===== config.mk =====
export PLATFORM = sky130hd
export DESIGN_NAME = adc_conv_arbiter_flat
export DESIGN_NICKNAME = d
export VERILOG_FILES = /design/src/rtl/adc_arb_pkg.sv /design/src/rtl/adc_conv_arbiter_if.sv /design/src/rtl/adc_conv_arbiter_rr_pick.sv /design/src/rtl/adc_conv_arbiter.sv /design/src/flat_wrapper.sv
export SDC_FILE = /design/constraint.sdc
export NUM_CORES = 1
export LEC_CHECK = 0
export CORE_UTILIZATION = 45
export DETAILED_ROUTE_END_ITERATION = 8
export PLACE_DENSITY_LB_ADDON = 0.08
export SLEW_MARGIN = 20
export SYNTH_ARGS = -nofsm -noshare
export SYNTH_HDL_FRONTEND = slang
export SYNTH_SLANG_ARGS = --single-unit

===== constraint.sdc =====
create_clock -name clk_50 -period 6.1 [get_ports clk_50]
set_clock_uncertainty 0.2 [all_clocks]
set_input_delay 0.61 -clock clk_50 [delete_from_list [all_inputs] [get_ports clk_50]]
set_output_delay 0.61 -clock clk_50 [all_outputs]
set_load 0.05 [all_outputs]

===== src/rtl/adc_arb_pkg.sv =====
// adc_arb_pkg: shared types and constants for the ADC conversion arbiter.
//   state_t          arbiter FSM encoding (IDLE, ISSUE, WAIT, RESP)
//   DEF_CH_W/DATA_W  default channel-select and result widths
//   CH_RED/GREEN/BLUE colour-sensor ADC channels
package adc_arb_pkg;

  localparam int unsigned DEF_CH_W   = 3;
  localparam int unsigned DEF_DATA_W = 12;

  localparam logic [DEF_CH_W-1:0] CH_RED   = 3'd5;
  localparam logic [DEF_CH_W-1:0] CH_GREEN = 3'd6;
  localparam logic [DEF_CH_W-1:0] CH_BLUE  = 3'd7;

  typedef enum logic [1:0] {
    IDLE  = 2'd0,
    ISSUE = 2'd1,
    WAIT  = 2'd2,
    RESP  = 2'd3
  } state_t;

endpackage


===== src/rtl/adc_conv_arbiter_if.sv =====
// adc_conv_arbiter_if: link between the arbiter and the SPI ADC conversion engine.
//   adc_start  one-cycle conversion start pulse (arbiter -> engine)
//   adc_ch     channel to convert (arbiter -> engine)
//   adc_done   one-cycle result-valid pulse (engine -> arbiter)
//   adc_data   conversion result, valid with adc_done (engine -> arbiter)
// master = arbiter side, slave = engine side.
interface adc_conv_arbiter_if
  import adc_arb_pkg::*;
#(
  parameter int unsigned CH_W   = DEF_CH_W,
  parameter int unsigned DATA_W = DEF_DATA_W
);

  logic              adc_start;
  logic [CH_W-1:0]   adc_ch;
  logic              adc_done;
  logic [DATA_W-1:0] adc_data;

  modport master (output adc_start, output adc_ch, input adc_done, input adc_data);
  modport slave  (input adc_start, input adc_ch, output adc_done, output adc_data);

endinterface


===== src/rtl/adc_conv_arbiter_rr_pick.sv =====
// rr_pick: combinational round-robin picker.
//   req         per-client request vector
//   last_grant  index of the most recently served client
//   winner      first requesting client searching from last_grant+1, wrapping
//   any_valid   at least one request present
module rr_pick #(
  parameter int unsigned N_REQ = 4,
  parameter int unsigned IDX_W = $clog2(N_REQ)
) (
  input  logic [N_REQ-1:0] req,
  input  logic [IDX_W-1:0] last_grant,
  output logic [IDX_W-1:0] winner,
  output logic             any_valid
);

  logic [N_REQ-1:0] rot;
  int unsigned      base;
  int unsigned      off;
  logic             found;

  // Rotate so the search origin sits at bit 0, take the lowest set bit,
  // then add the origin back to recover the absolute client index.
  always_comb begin
    base = (32'(last_grant) + 1) % N_REQ;
    rot  = '0;
    for (int unsigned i = 0; i < N_REQ; i++) begin
      rot[IDX_W'(i)] = req[IDX_W'((base + i) % N_REQ)];
    end
    found = 1'b0;
    off   = 0;
    for (int unsigned i = 0; i < N_REQ; i++) begin
      if (!found && rot[IDX_W'(i)]) begin
        found = 1'b1;
        off   = i;
      end
    end
    winner    = IDX_W'((base + off) % N_REQ);
    any_valid = |req;
  end

endmodule


===== src/rtl/adc_conv_arbiter.sv =====
// adc_conv_arbiter: round-robin sharing of one SPI ADC conversion engine.
//   clk_50    50 MHz system clock
//   rst       asynchronous active-high reset
//   req       per-client request level, held until ack
//   req_ch    client i channel in bits [i*CH_W +: CH_W], sampled at grant
//   ack       one-cycle pulse to the served client; rsp_* valid with it
//   rsp_data  conversion result (0 on watchdog expiry), held until next ack
//   rsp_err   1 = engine did not answer within TIMEOUT cycles
//   busy      high in every state except IDLE
//   adc       engine link (master side): adc_start/adc_ch out, adc_done/adc_data in
module adc_conv_arbiter
  import adc_arb_pkg::*;
#(
  parameter int unsigned N_REQ   = 4,
  parameter int unsigned CH_W    = DEF_CH_W,
  parameter int unsigned DATA_W  = DEF_DATA_W,
  parameter int unsigned TIMEOUT = 1023
) (
  input  logic                    clk_50,
  input  logic                    rst,
  input  logic [N_REQ-1:0]        req,
  input  logic [N_REQ*CH_W-1:0]   req_ch,
  output logic [N_REQ-1:0]        ack,
  output logic [DATA_W-1:0]       rsp_data,
  output logic                    rsp_err,
  output logic                    busy,
  adc_conv_arbiter_if.master      adc
);

  localparam int unsigned      IDX_W    = $clog2(N_REQ);
  localparam int unsigned      WD_W     = $clog2(TIMEOUT);
  localparam logic [IDX_W-1:0] LAST_RST = IDX_W'(N_REQ - 1);
  localparam logic [WD_W-1:0]  WD_LAST  = WD_W'(TIMEOUT - 1);

  state_t           state;
  logic [IDX_W-1:0] pick;
  logic             any_req;
  logic [IDX_W-1:0] winner;
  logic [IDX_W-1:0] last_grant;
  logic [WD_W-1:0]  wdog;
  logic [CH_W-1:0]  pick_ch;
  logic [N_REQ-1:0] grant_vec;

  rr_pick #(
    .N_REQ (N_REQ),
    .IDX_W (IDX_W)
  ) u_pick (
    .req        (req),
    .last_grant (last_grant),
    .winner     (pick),
    .any_valid  (any_req)
  );

  always_comb begin
    pick_ch = '0;
    for (int unsigned i = 0; i < N_REQ; i++) begin
      if (pick == IDX_W'(i)) pick_ch = req_ch[i*CH_W +: CH_W];
    end
  end

  always_comb begin
    grant_vec = '0;
    for (int unsigned i = 0; i < N_REQ; i++) begin
      grant_vec[IDX_W'(i)] = (winner == IDX_W'(i));
    end
  end

  always_ff @(posedge clk_50 or posedge rst) begin
    if (rst) begin
      state         <= IDLE;
      winner        <= '0;
      last_grant    <= LAST_RST;
      wdog          <= '0;
      ack           <= '0;
      rsp_data      <= '0;
      rsp_err       <= 1'b0;
      busy          <= 1'b0;
      adc.adc_start <= 1'b0;
      adc.adc_ch    <= '0;
    end else begin
      case (state)
        IDLE: begin
          if (any_req) begin
            winner        <= pick;
            adc.adc_ch    <= pick_ch;
            adc.adc_start <= 1'b1;
            busy          <= 1'b1;
            state         <= ISSUE;
          end
        end
        ISSUE: begin
          adc.adc_start <= 1'b0;
          wdog          <= '0;
          state         <= WAIT;
        end
        WAIT: begin
          // adc_done is tested first so a result landing on the expiry
          // cycle is still delivered as a good conversion.
          if (adc.adc_done) begin
            rsp_data <= adc.adc_data;
            rsp_err  <= 1'b0;
            ack      <= grant_vec;
            state    <= RESP;
          end else if (wdog == WD_LAST) begin
            rsp_data <= '0;
            rsp_err  <= 1'b1;
            ack      <= grant_vec;
            state    <= RESP;
          end else begin
            wdog <= wdog + WD_W'(1);
          end
        end
        RESP: begin
          ack        <= '0;
          last_grant <= winner;
          busy       <= 1'b0;
          state      <= IDLE;
        end
        default: state <= IDLE;
      endcase
    end
  end

endmodule

===== src/flat_wrapper.sv =====
// flat-port wrapper written by rule: the top's interface ports become plain ports
module adc_conv_arbiter_flat import adc_arb_pkg::*;
#(
  parameter int unsigned N_REQ   = 4,
  parameter int unsigned CH_W    = DEF_CH_W,
  parameter int unsigned DATA_W  = DEF_DATA_W,
  parameter int unsigned TIMEOUT = 1023
)
  (clk_50, rst, req, req_ch, ack, rsp_data, rsp_err, busy, adc_adc_start, adc_adc_ch, adc_adc_done, adc_adc_data);
  adc_conv_arbiter_if #(.CH_W(CH_W), .DATA_W(DATA_W)) adc_i ();
  input  logic clk_50;
  input  logic rst;
  input  logic [N_REQ-1:0] req;
  input  logic [N_REQ*CH_W-1:0] req_ch;
  output logic [N_REQ-1:0] ack;
  output logic [DATA_W-1:0] rsp_data;
  output logic rsp_err;
  output logic busy;
  output wire logic [$bits(adc_i.adc_start)-1:0] adc_adc_start;
  output wire logic [$bits(adc_i.adc_ch)-1:0] adc_adc_ch;
  input wire logic [$bits(adc_i.adc_done)-1:0] adc_adc_done;
  input wire logic [$bits(adc_i.adc_data)-1:0] adc_adc_data;
  assign adc_adc_start = adc_i.adc_start;
  assign adc_adc_ch = adc_i.adc_ch;
  assign adc_i.adc_done = adc_adc_done;
  assign adc_i.adc_data = adc_adc_data;
  adc_conv_arbiter #(.N_REQ(N_REQ), .CH_W(CH_W), .DATA_W(DATA_W), .TIMEOUT(TIMEOUT)) u_core (.clk_50(clk_50), .rst(rst), .req(req), .req_ch(req_ch), .ack(ack), .rsp_data(rsp_data), .rsp_err(rsp_err), .busy(busy), .adc(adc_i));
endmodule

# [Word level (Yosys, flattened, before mapping)]
# Index checks and enable logic that the tools add are counted.
[totals] register_bits=38 input_bits=31 word_cells=91
[classes] n_addsub=6 n_reduce_logical=22 order_cmp=4 muxes=35 eq_ne=14
[op_table] operator="2-to-1 mux 12 bit" n=2
[op_table] operator="2-to-1 mux 10 bit" n=2
[op_table] operator="one-hot mux 10 bit (2 select lines)" n=1
[op_table] operator="equality test 2 bit, second input constant" n=6
[op_table] operator="< comparator 2 x 3 -> 1 bit, second input constant" n=4
[op_table] operator="2-to-1 mux 3 bit" n=4
[op_table] operator="AND reduction 2 bit" n=6
[op_table] operator="2-to-1 mux 1 bit" n=11
[op_table] operator="adder 10 x 1 -> 10 bit, second input constant" n=1
[op_table] operator="equality test 10 bit, second input constant" n=1
[op_table] operator="2-to-1 mux 2 bit" n=5
[op_table] operator="nonzero test 2 bit" n=5
[op_table] operator="binary-select mux 1 bit (select 2 bit)" n=4
[op_table] operator="2-to-1 mux 4 bit" n=2
[op_table] operator="one-hot mux 2 bit (4 select lines)" n=1
[op_table] operator="one-hot mux 4 bit (2 select lines)" n=1
[op_table] operator="equality test 2 x 1 -> 1 bit, second input constant" n=3
[op_table] operator="logical NOT 2 bit" n=3
[op_table] operator="adder 2 x 1 -> 2 bit, second input constant" n=2
[op_table] operator="adder 2 bit, second input constant" n=2
[op_table] operator="inequality test 2 bit, second input constant" n=2
[op_table] operator="one-hot mux 1 bit (2 select lines)" n=2
[op_table] operator="OR reduction 4 bit" n=1
[op_table] operator="logical AND 1 bit" n=3
[op_table] operator="5 further kinds" n=7

# [Logic depth before layout (Yosys ltp)]
# Gate-level depths: netlist of the first run.
[logic_depth] word_depth=19 ltp_mapped=12 depth_no_buf=10

# [Hierarchy]
# From an unflattened synthesis of the first run, not the netlist that was laid out.
[unflattened] hier_cells=176 area_unflattened_um2=1983.2
[modules_own_cells] module="adc_conv_arbiter" seq_area_each_um2=953.4 instances=1 cells_per_inst=149 area_per_inst_um2=1824.2
[modules_own_cells] module="rr_pick" seq_area_each_um2=0.0 instances=1 cells_per_inst=27 area_per_inst_um2=158.9

# [Worst setup path before layout of the first run]
# No wires, ideal clock.
[synth_path] path_type="input -> register" start="in req[1]" end="reg u_core.adc.adc_ch[0]" arrival_ps=2330 required_time_ps=5772 setup_slack_ps=3442 cell_stages=11 cell_sequence="buf_6 -> nor2_1 -> a221oi_1 -> o21ai_0 -> ha_1 -> clkbuf_1 -> mux2_2 -> nand2_1 -> nor2_1 -> mux2i_1 -> nand3_1"
[synth_via] elab_chain_len=18 elab_cells_between_ends=31
[synth_lines] item="start, declared" line="flat_wrapper.sv:13" text="input logic [N_REQ-1:0] req;"
[synth_lines] item="binary-select mux 1 bit (select 2 bit)" line="adc_conv_arbiter_rr_pick.sv:27" text="rot[IDX_W'(i)] = req[IDX_W'((base + i) % N_REQ)];"
[synth_lines] item="2-to-1 mux 1 bit (not written as such)" line="adc_conv_arbiter_rr_pick.sv:27"
[synth_lines] item="2-to-1 mux 1 bit" line="adc_conv_arbiter_rr_pick.sv:32" text="if (!found && rot[IDX_W'(i)]) begin"
[synth_lines] item="logical NOT 1 bit" line="adc_conv_arbiter_rr_pick.sv:32"
[synth_lines] item="logical AND 1 bit" line="adc_conv_arbiter_rr_pick.sv:32"
[synth_lines] item="2-to-1 mux 1 bit" line="adc_conv_arbiter_rr_pick.sv:32"
[synth_lines] item="logical NOT 1 bit" line="adc_conv_arbiter_rr_pick.sv:32"
[synth_lines] item="logical AND 1 bit" line="adc_conv_arbiter_rr_pick.sv:32"
[synth_lines] item="2-to-1 mux 1 bit" line="adc_conv_arbiter_rr_pick.sv:32"
[synth_lines] item="logical NOT 1 bit" line="adc_conv_arbiter_rr_pick.sv:32"
[synth_lines] item="logical AND 1 bit" line="adc_conv_arbiter_rr_pick.sv:32"
[synth_lines] item="2-to-1 mux 2 bit (*)" line="adc_conv_arbiter_rr_pick.sv:32"
[synth_lines] item="adder 2 bit (*)" line="adc_conv_arbiter_rr_pick.sv:37" text="winner = IDX_W'((base + off) % N_REQ);"
[synth_lines] item="via u_core.pick[0]" line="adc_conv_arbiter.sv:36" text="logic [IDX_W-1:0] pick;"
[synth_lines] item="logical NOT 2 bit" line="adc_conv_arbiter.sv:57" text="if (pick == IDX_W'(i)) pick_ch = req_ch[i*CH_W +: CH_W];"
[synth_lines] item="2-to-1 mux 3 bit (3 in series)" line="adc_conv_arbiter.sv:57"
[synth_lines] item="2-to-1 mux 3 bit (*)" line="adc_conv_arbiter.sv:57"
[synth_lines] item="end signal, assigned" line="adc_conv_arbiter.sv:85" text="adc.adc_ch <= pick_ch;"
[synth_lines] item="end, declared" line="adc_conv_arbiter_if.sv:19" text="modport master (output adc_start, output adc_ch, input adc_done, input adc_data);"
# Mark *: on every way through the listed nets, which the timed path passes. The rest lies on a longest branch. The select of a mux whose other input is x is not followed.
# A chain may end at the register's enable or synchronous reset.

# [Worst setup path in the final report of the first run]
[layout_path] start="in req[0]" end="reg u_core.adc.adc_ch[0]"
# Same word-level chain as after synthesis.

==> results_dict.tcl, run 1 <==
set metrics [dict create \
    grt.overflow.total 0 \
    core_mm2 0.00447 \
    leakagePower_nw 1.21 \
    routed_wl_um 4160 \
    hp-class "flip-flop to flip-flop" \
    cts-resized-gates 0 \
    areaGrowthSynthToFinish_pct 28.6 \
    finalMaxSlewViolations 0 \
    drc 0 \
    initial_core_util 0.481 \
    fp.dieW_um 71.2 \
    synth-edff-count 0 \
    postCtsHoldBufs 0 \
    vias 1714 \
    cts_tree "yes" \
    worstPathMaxFanout 10 \
    synthAdderAreaFrac 0.0407 \
    dp_slack_ns 2.80 \
    ff2ff_path_depth 9 \
    synth_top_family_by_area "compound AO/OA/AOI/OAI gates" \
    synthFlopType "dfrtp_1" \
    synth_area_mm2 0.00215 \
    die_h_um 71.2 \
    ant_nets 0 \
    synth_top_area_frac 0.418 \
    power_mw 1.46 \
    grt_use_total 0.183 \
    cts.sinks 38 \
    grt_pass1_wl_um 7280 \
    status "finished, final reports clean" \
    yosys.cell_types.count 45 \
    clkTransAtPathRegs_ns 0.07 \
    worst_ep_required_time_ns 6.06 \
    setup_viol 0 \
    num_antenna_cells 0 \
    dieArea_mm2 0.00507 \
    cellPowerDensity_mw_per_mm2 529 \
    synth.area.mux_share 0.0488 \
    cts_buffer_depth 2 \
    nNetsFinal 300 \
    drive_above_1_share 0.0875 \
    vdd_drop_max_v 0.000366 \
    timing.hold.ws_ns 0.296 \
    synthXorXnorAreaFrac 0.0436 \
    period_share 0.492 \
    cp.arrival_ns 2.96 \
    fillerInstances 375 \
    wl_per_cell_um 13.2 \
    synth_compound_area_frac 0.198 \
    regToRegSetupSlack_ns 3.42 \
    grt_setup_unrepaired "no" \
    cap_violations 0 \
    clk_latency_ns 0.28 \
    synth.avg_cell_area_um2 10.1 \
    tightest_slew_ns 1.11 \
    first_pass_iters 6 \
    grt_max_degree 39 \
    yosysSeqAreaShare 0.443 \
    final_hold_viol_count 0 \
    max_freq_ghz 0.333 \
    critical_path_class "input port to flip-flop" \
    slew_headroom 0.258 \
    num_io_pins 53 \
    yosys.area.top_type "dfrtp_1" \
    ys_warn_count 0 \
    hold-path-cell-count 2 \
    yosys.area_share.simple 0.171 \
    finalCriticalPeriod_ns 3.00 \
    hpwl_um 3010 \
    numCtsBuffers 5 \
    antenna_found_initial 0 \
    synth-seq-cells 38 \
    synth_cells 214 \
    setup_tns_ns 0 \
    cts_setup_buffers 0 \
    setup_ws_ns 3.10 \
    critPathCaptureType "flip-flop" \
    via_per_inst 5.44 \
    cts_root_buffer "clkbuf_8" \
    drt-initial-drc-count 126 \
    gp_congestion 0.773 \
    first_global_vias 1612 \
    h-tree-depth 2 \
    synth.area.top_cells "dfrtp_1 42%, nor2_1 5.4%, a22o_1 4.9%, ha_1 4.1%, o21ai_0 3.0%" \
    async_reset_ff_frac 1.00 \
    synth_nets 252 \
    fp-row-count 24 \
    port_buffers 52 \
    cp-start-kind "input port" \
]
## metal layers
| metal | wire (um) | vias up | global-route usage |
|---|---|---|---|
| li1 | - | 855 | - |
| met1 | 2150 | 821 | 0.261 |
| met2 | 1790 | 33 | 0.272 |
| met3 | 198 | 5 | 0.0527 |
| met4 | 23 | 0 | 0.0467 |
| met5 | 0 | - | 0 |
## synth_stat cells, types with 5 or more instances
master / number
nand2_1: 16
ha_1: 7
o41ai_1: 5
a22o_1: 12
nor2_1: 31
dfrtp_1: 36
a21oi_1: 5
xnor2_1: 5
o21ai_0: 13
nand3_1: 8
mux2i_1: 6
inv_1: 8
## metrics by stage
| step | instance area, um2 | instances | util |
|---|---|---|---|
| floorplan | 2150 | 214 | - |
| finish | 2770 | 315 | 0.619 |
| global route | 2770 | 315 | 0.619 |
| CTS | 2770 | 315 | 0.619 |
| detailed placement | 2660 | 307 | 0.595 |
| global placement | 2660 | 307 | 0.595 |
## placed cells by master (no fill, tap or decap), drive strengths merged
cell           instances
inv                    9
o22a                   1
xnor2                  6
nand3                  8
o21ai                 17
o32ai                  2
mux2                   4
nand2                 16
nand4                  2
o41a                   1
and3                   1
a221oi                 1
clkbuf                 7
o211ai                 3
nor2                  31
buf                    1
or2                    1
o311a                  2
a22o                  12
clkdlybuf4s50         52
nor3                   5
o311ai                 1
nor4                   1
and2                   2
dfrtp                 36
xor2                   3
nor2b                  1
nand2b                 4
bufinv                 1
dfstp                  2
ha                     7
or3                    4
o2111ai                1
a32oi                  1
o41ai                  5
nand3b                 1
mux2i                  6
a21oi                  5
## final cells by class
| type | instances | area [um2] | area share |
|---|---|---|---|
| Inverter | 9 | 33.8 | 0.0122 |
| Sequential cell | 38 | 953 | 0.344 |
| Multi-Input combinational cell | 155 | 1080 | 0.391 |
| Clock inverter | 1 | 30.0 | 0.0108 |
| Timing Repair Buffer | 53 | 528 | 0.191 |
| Clock buffer | 7 | 76.3 | 0.0276 |
| Tap cell | 52 | 65.1 | 0.0235 |
## registers in the layout, indices dropped and copies added, names as in the netlist
| register | cells |
|---|---|
| u_core.ack | 4 |
| u_core.winner | 2 |
| u_core.adc.adc_ch | 3 |
| u_core.state | 2 |
| u_core.last_grant | 2 |
| u_core.wdog | 10 |
| u_core.rsp_err | 1 |
| u_core.busy | 1 |
| u_core.adc.adc_start | 1 |
| u_core.rsp_data | 12 |
## kinds of logic (layout without fill, tap and decap cells)
logic type | count (synthesis) | count (layout)
and+or+nand+nor | 77 | 77
adders and majority gates | 7 | 7
buffers and inverters | 21 | 70
DFF | 38 | 38
xor gates and xnor gates | 9 | 9
AOI/OAI and AO/OA | 52 | 52
muxes | 10 | 10
## final timing paths
path / start / endpoint
max: req[0] / u_core.adc.adc_ch[0]$_DFFE_PP0P_
min: u_core.rsp_err$_DFFE_PP0P_ / u_core.rsp_err$_DFFE_PP0P_
max reg2reg: u_core.last_grant[0]$_DFFE_PP1P_ / u_core.adc.adc_ch[0]$_DFFE_PP0P_
min reg2reg: u_core.rsp_err$_DFFE_PP0P_ / u_core.rsp_err$_DFFE_PP0P_
max in group asynchronous: rst / u_core.last_grant[1]$_DFFE_PP1P_
min in group asynchronous: rst / u_core.rsp_data[5]$_DFFE_PP0P_
## report_power, final
part	switching, mW	total [mW]	internal [mW]
registers	0.0814	0.433	0.351
logic	0.510	0.827	0.317
clock network	0.0813	0.204	0.122
## worst max-delay path, cell delays in order
cell,delay (ns)
clkdlybuf4s50_1,0.60
inv_1,0.13
o311a_1,0.34
o21ai_0,0.20
ha_1,0.36
mux2_2,0.37
nand2_1,0.08
nor2_1,0.05
mux2i_1,0.14
nand3_1,0.08
No activity file was read; power rests on OpenSTA's default activity.
==> inputs of run 2 (changes only) <==
clock period = 2.8 ns   (was 6.1 ns; I/O delays follow)
==> results_dict.tcl, run 2 (synthesis gave the netlist of run 1 again) <==
set metrics [dict create \
    status "finished, violations left" \
    violations "design-rule violations" \
    num_antenna_cells 0 \
    routed_wl_um 4390 \
    areaGrowthSynthToFinish_pct 31.7 \
    crit_buf_inv 0 \
    cap_violations 0 \
    dp_slack_ns -0.0323 \
    setup_ws_ns 0.268 \
    timing.hold.ws_ns 0.187 \
    num_io_pins 53 \
    slowest_delay_ns 0.60 \
    setup_viol 0 \
    clk_latency_ns 0.29 \
    fp.dieW_um 71.2 \
    power_mw 3.22 \
    die_h_um 71.2 \
    cellPowerDensity_mw_per_mm2 1130 \
    ant_nets 0 \
    h-tree-depth 2 \
    top_register "u_core.rsp_data" \
    cts-resized-gates 0 \
    wl_per_cell_um 13.5 \
    drt-initial-drc-count 151 \
    clkTransAtPathRegs_ns 0.08 \
    initial_core_util 0.481 \
    crit-reg2reg-launch "u_core.last_grant[0]$_DFFE_PP1P_" \
    final_hold_viol_count 0 \
    grt_use_total 0.194 \
    grt_max_degree 39 \
    drc 2 \
    ff2ff_path_depth 9 \
    hpwl_um 3190 \
    drive_above_1_share 0.132 \
    first_global_vias 1676 \
    core_mm2 0.00447 \
    final_common_cell "clkdlybuf4s50_1" \
    cp.arrival_ns 2.51 \
    finalMaxSlewViolations 0 \
    path_delay_family "flip-flops" \
    numCtsBuffers 5 \
    finalCriticalPeriod_ns 2.53 \
    cts.sinks 38 \
    max_freq_ghz 0.395 \
    layout_common_cells "52 x clkdlybuf4s50_1, 36 x dfrtp_1, 31 x nor2_1" \
    cts_root_buffer "clkbuf_8" \
    grt.overflow.total 0 \
    dieArea_mm2 0.00507 \
    fillerInstances 373 \
    hp-class "input port to asynchronous set/reset pin" \
    cts_setup_buffers 0 \
    first_pass_iters 6 \
    antenna_found_initial 0 \
    tightest_slew_ns 0.684 \
    path_cells "nor2_1, a221oi_1, o21ai_0, ha_1, mux2_2, nand2_1, nor2_1, mux2i_1, nand3_1" \
    vdd_drop_max_v 0.000688 \
    gp_congestion 0.814 \
    worstPathMaxFanout 7 \
    fp-row-count 24 \
    worst_ep_required_time_ns 2.78 \
    cts_tree "yes" \
    postCtsHoldBufs 0 \
    cp_common_cell "nor2_1" \
    final_util 0.634 \
    r2r-end "u_core.adc.adc_ch[1]$_DFFE_PP0P_" \
    grt_setup_unrepaired "no" \
    period_share 0.904 \
    leakagePower_nw 1.25 \
    via_per_inst 5.43 \
    grt_pass1_wl_um 7710 \
    setup_tns_ns 0 \
    nNetsFinal 310 \
    regToRegSetupSlack_ns 0.27 \
    port_buffers 52 \
    slowest_stage "dfstp_2" \
    cts_buffer_depth 2 \
    largest_reg_flops 12 \
    critPathCaptureType "flip-flop" \
    vias 1764 \
    cp-start-kind "flip-flop" \
    critical_path_class "flip-flop to flip-flop" \
    slew_headroom 0.544 \
    reg_top3 "u_core.rsp_data (12), u_core.wdog (10), u_core.ack (4)" \
]
-- run 2: how the worst max path moves through the flow --
stage / start / endpoint / cells past startpoint
6_report: u_core.last_grant[0]$_DFFE_PP1P_ / u_core.adc.adc_ch[1]$_DFFE_PP0P_ / 9
2_1_floorplan: u_core.last_grant[0]$_DFFE_PP1P_ / u_core.adc.adc_ch[0]$_DFFE_PP0P_ / 11
5_1_grt: u_core.last_grant[0]$_DFFE_PP1P_ / u_core.adc.adc_ch[1]$_DFFE_PP0P_ / 9
4_1_cts: u_core.last_grant[0]$_DFFE_PP1P_ / u_core.adc.adc_ch[2]$_DFFE_PP0P_ / 9
3_5_place_dp: req[1] / u_core.adc.adc_ch[2]$_DFFE_PP0P_ / 10
3_3_place_gp: req[2] / u_core.adc.adc_ch[0]$_DFFE_PP0P_ / 10
-- run 2: stage by stage --
| stage | instances | cell area, um2 |
|---|---|---|
| after floorplan | 214 | 2150 |
| after global placement | 317 | 2740 |
| after detailed placement | 317 | 2740 |
| after CTS | 325 | 2830 |
| after global routing | 325 | 2840 |
| final | 325 | 2840 |
-- run 2: worst min-delay path, delay by kind of cell --
family | cells | cell delay (ns)
buffers and inverters | 3 | 0.84
-- run 2: where the power goes --
group | switching [mW] | total (mW) | internal, mW
Clock | 0.201 | 0.399 | 0.198
Combinational | 1.15 | 1.89 | 0.741
Sequential | 0.163 | 0.927 | 0.764
-- run 2: metal layers --
layer,GRT usage,up-vias,share of wire
met4,0.0444,0,0.0082
met3,0.0670,5,0.067
met1,0.273,826,0.50
li1,-,878,-
met5,0,-,0
met2,0.288,55,0.42
-- run 2: final cells by class --
type / instances / area (um2) / area share
multi-input cells: 155 / 1090 / 0.383
flip-flops and latches: 38 / 953 / 0.336
repair buffers: 63 / 603 / 0.213
clock buffers: 6 / 82.6 / 0.0291
well taps: 52 / 65.1 / 0.0229
inverters: 9 / 33.8 / 0.0119
clock inverters: 2 / 12.5 / 0.00441
==> inputs of run 3 (changes only) <==
ABC_AREA = 1   (was default)
==> results_dict.tcl, run 3 <==
set metrics [dict create \
    status "finished, final reports clean" \
    period_share 0.892 \
    grt_setup_unrepaired "no" \
    initial_core_util 0.476 \
    cts-resized-gates 0 \
    ant_nets 0 \
    finalMaxSlewViolations 0 \
    multi_input_area_mm2 0.00100 \
    cts.sinks 38 \
    seqCellArea_um2 953 \
    grt_max_degree 39 \
    synth-seq-cells 38 \
    yosys.area.top_type "dfrtp_1" \
    synth_area_mm2 0.00210 \
    path_cells "inv_8, nand2_4, nand2_4, nand2_1, nand2_1, a31oi_1, nor2_1, ha_1, xor2_2, nand3_2, nand2_4, nand3b_1, nand2_1, inv_1, nand2_1, nand2_1" \
    synth_nets 306 \
    drc 0 \
    num_antenna_cells 0 \
    cts_setup_buffers 0 \
    top_register "u_core.rsp_data" \
    power_mw 3.47 \
    numCtsBuffers 5 \
    slowest_delay_ns 0.66 \
    synth_top_area_frac 0.429 \
    setup_tns_ns 0 \
    critical_path_class "flip-flop to flip-flop" \
    fp.dieW_um 70.3 \
    slowest_stage "dfstp_2" \
    routed_wl_um 4570 \
    antenna_found_initial 0 \
    yosysSeqAreaShare 0.454 \
    grt_pass1_wl_um 7910 \
    setup_viol 0 \
    clkTransAtPathRegs_ns 0.08 \
    dieArea_mm2 0.00495 \
    clk_latency_ns 0.29 \
    cts_buffer_depth 2 \
    reg_top3 "u_core.rsp_data (12), u_core.wdog (10), u_core.ack (4)" \
    post-synth-top-count-cell "nand2_1" \
    fillerInstances 390 \
    wl_per_cell_um 12.2 \
    cp.arrival_ns 2.48 \
    finalCriticalPeriod_ns 2.50 \
    grt.overflow.total 0 \
    path_delay_family "simple AND/OR/NAND/NOR gates" \
    via_per_inst 5.05 \
    cp-start-kind "flip-flop" \
    h-tree-depth 2 \
    port_buffers 52 \
    worst_ep_required_time_ns 2.78 \
    vias 1897 \
    hp-class "input port to asynchronous set/reset pin" \
    drt-initial-drc-count 46 \
    cellPowerDensity_mw_per_mm2 1250 \
    gp_congestion 0.790 \
    cp_common_cell "nand2_1" \
    final_common_cell "nand2_1" \
    first_pass_iters 4 \
    cts_root_buffer "clkbuf_8" \
    largest_reg_flops 12 \
    slew_headroom 0.647 \
    grt_use_total 0.200 \
    hpwl_um 3270 \
    critPathCaptureType "flip-flop" \
    yosys.cell_types.count 30 \
    crit_buf_inv 2 \
    regToRegSetupSlack_ns 0.30 \
    async_reset_ff_frac 1.00 \
    vdd_drop_max_v 0.000636 \
    worstPathMaxFanout 10 \
    nNetsFinal 361 \
    drive_above_1_share 0.0864 \
    num_io_pins 53 \
    final_hold_viol_count 0 \
    first_global_vias 1844 \
    cts_tree "yes" \
    leakagePower_nw 1.35 \
    postCtsHoldBufs 0 \
    areaGrowthSynthToFinish_pct 32.0 \
    die_h_um 70.3 \
    synth_cells 268 \
    tightest_slew_ns 0.527 \
    cap_violations 0 \
    max_freq_ghz 0.401 \
    layout_common_cells "89 x nand2_1, 52 x clkdlybuf4s50_1, 36 x dfrtp_1" \
    fp-row-count 24 \
    core_mm2 0.00441 \
    ys_warn_count 0 \
    synthTopCellsByCount "89 x nand2_1, 36 x dfrtp_1, 28 x inv_1, 27 x nand3_1, 15 x nor2_1" \
    synth.area.top_cells "dfrtp_1 43%, nand2_1 16%, nand3_1 6.4%, inv_1 5.0%, ha_1 4.2%" \
    synth-edff-count 0 \
    synthFlopType "dfrtp_1" \
    synth.avg_cell_area_um2 7.84 \
]
## run 3: worst reg2reg max path, delay by kind of cell (launching register included)
| family | cells | cell delay, ns |
|---|---|---|
| AOI/OAI and AO/OA | 1 | 0.13 |
| and+or+nand+nor | 11 | 0.89 |
| adders and majority gates | 1 | 0.22 |
| xor gates and xnor gates | 1 | 0.18 |
| DFF | 1 | 0.66 |
| buffers and inverters | 2 | 0.11 |
## run 3: final cells by class
class                      count  area share
timing repair buffer          53       0.190
inverter                      30      0.0433
sequential                    38       0.344
tap                           52      0.0234
clock inverter                 1      0.0108
multi-input combinational    195       0.361
clock buffer                   7      0.0275
## run 3: cells by family (layout without fill, tap and decap cells)
family,after synthesis,in the layout,share of synthesized area
adders and majority gates,7,7,0.0417
buffers and inverters,35,91,0.0696
DFF,38,38,0.454
xor gates and xnor gates,1,1,0.00774
and+or+nand+nor,157,157,0.340
AOI/OAI and AO/OA,30,30,0.0875
## run 3: final timing paths
check | startpoint | endpoint | cells past startpoint
worst max-delay path | u_core.last_grant[0]$_DFFE_PP1P_ | u_core.adc.adc_ch[0]$_DFFE_PP0P_ | 16
worst min-delay path | rst | u_core.ack[0]$_DFFE_PP0P_ | 3
worst max register to register | u_core.last_grant[0]$_DFFE_PP1P_ | u_core.adc.adc_ch[0]$_DFFE_PP0P_ | 16
worst min register to register | u_core.adc.adc_ch[0]$_DFFE_PP0P_ | u_core.adc.adc_ch[0]$_DFFE_PP0P_ | 2
max in group asynchronous | rst | u_core.last_grant[1]$_DFFE_PP1P_ | 3
min in group clk_50 | u_core.adc.adc_ch[0]$_DFFE_PP0P_ | u_core.adc.adc_ch[0]$_DFFE_PP0P_ | 2
## run 3: power breakdown
group          leakage, nW  total (mW)  switching (mW)  internal [mW]
clock network       0.0524       0.457           0.191          0.267
logic                0.816        2.09            1.37          0.719
registers            0.482       0.926           0.160          0.766
total                 1.35        3.47            1.72           1.75
## run 3: per-stage QoR
step                std cells  cell area, um2   util  setup slack [ns]  hold WS [ns]
finish                    376            2780  0.629             0.303         0.212
global route              376            2780  0.629            0.0174         0.295
CTS                       376            2780  0.629             0.296         0.224
detailed placement        368            2670  0.605             0.188         0.270
global placement          368            2670  0.605             0.225         0.267
floorplan                 268            2100      -             0.491         0.197
## run 3: per-layer routing
| layer | wire length, um | vias up | track usage |
|---|---|---|---|
| met5 | 0 | - | 0 |
| li1 | - | 971 | - |
| met3 | 217 | 6 | 0.0476 |
| met2 | 2240 | 40 | 0.360 |
| met1 | 2060 | 880 | 0.231 |
| met4 | 52 | 0 | 0.0689 |
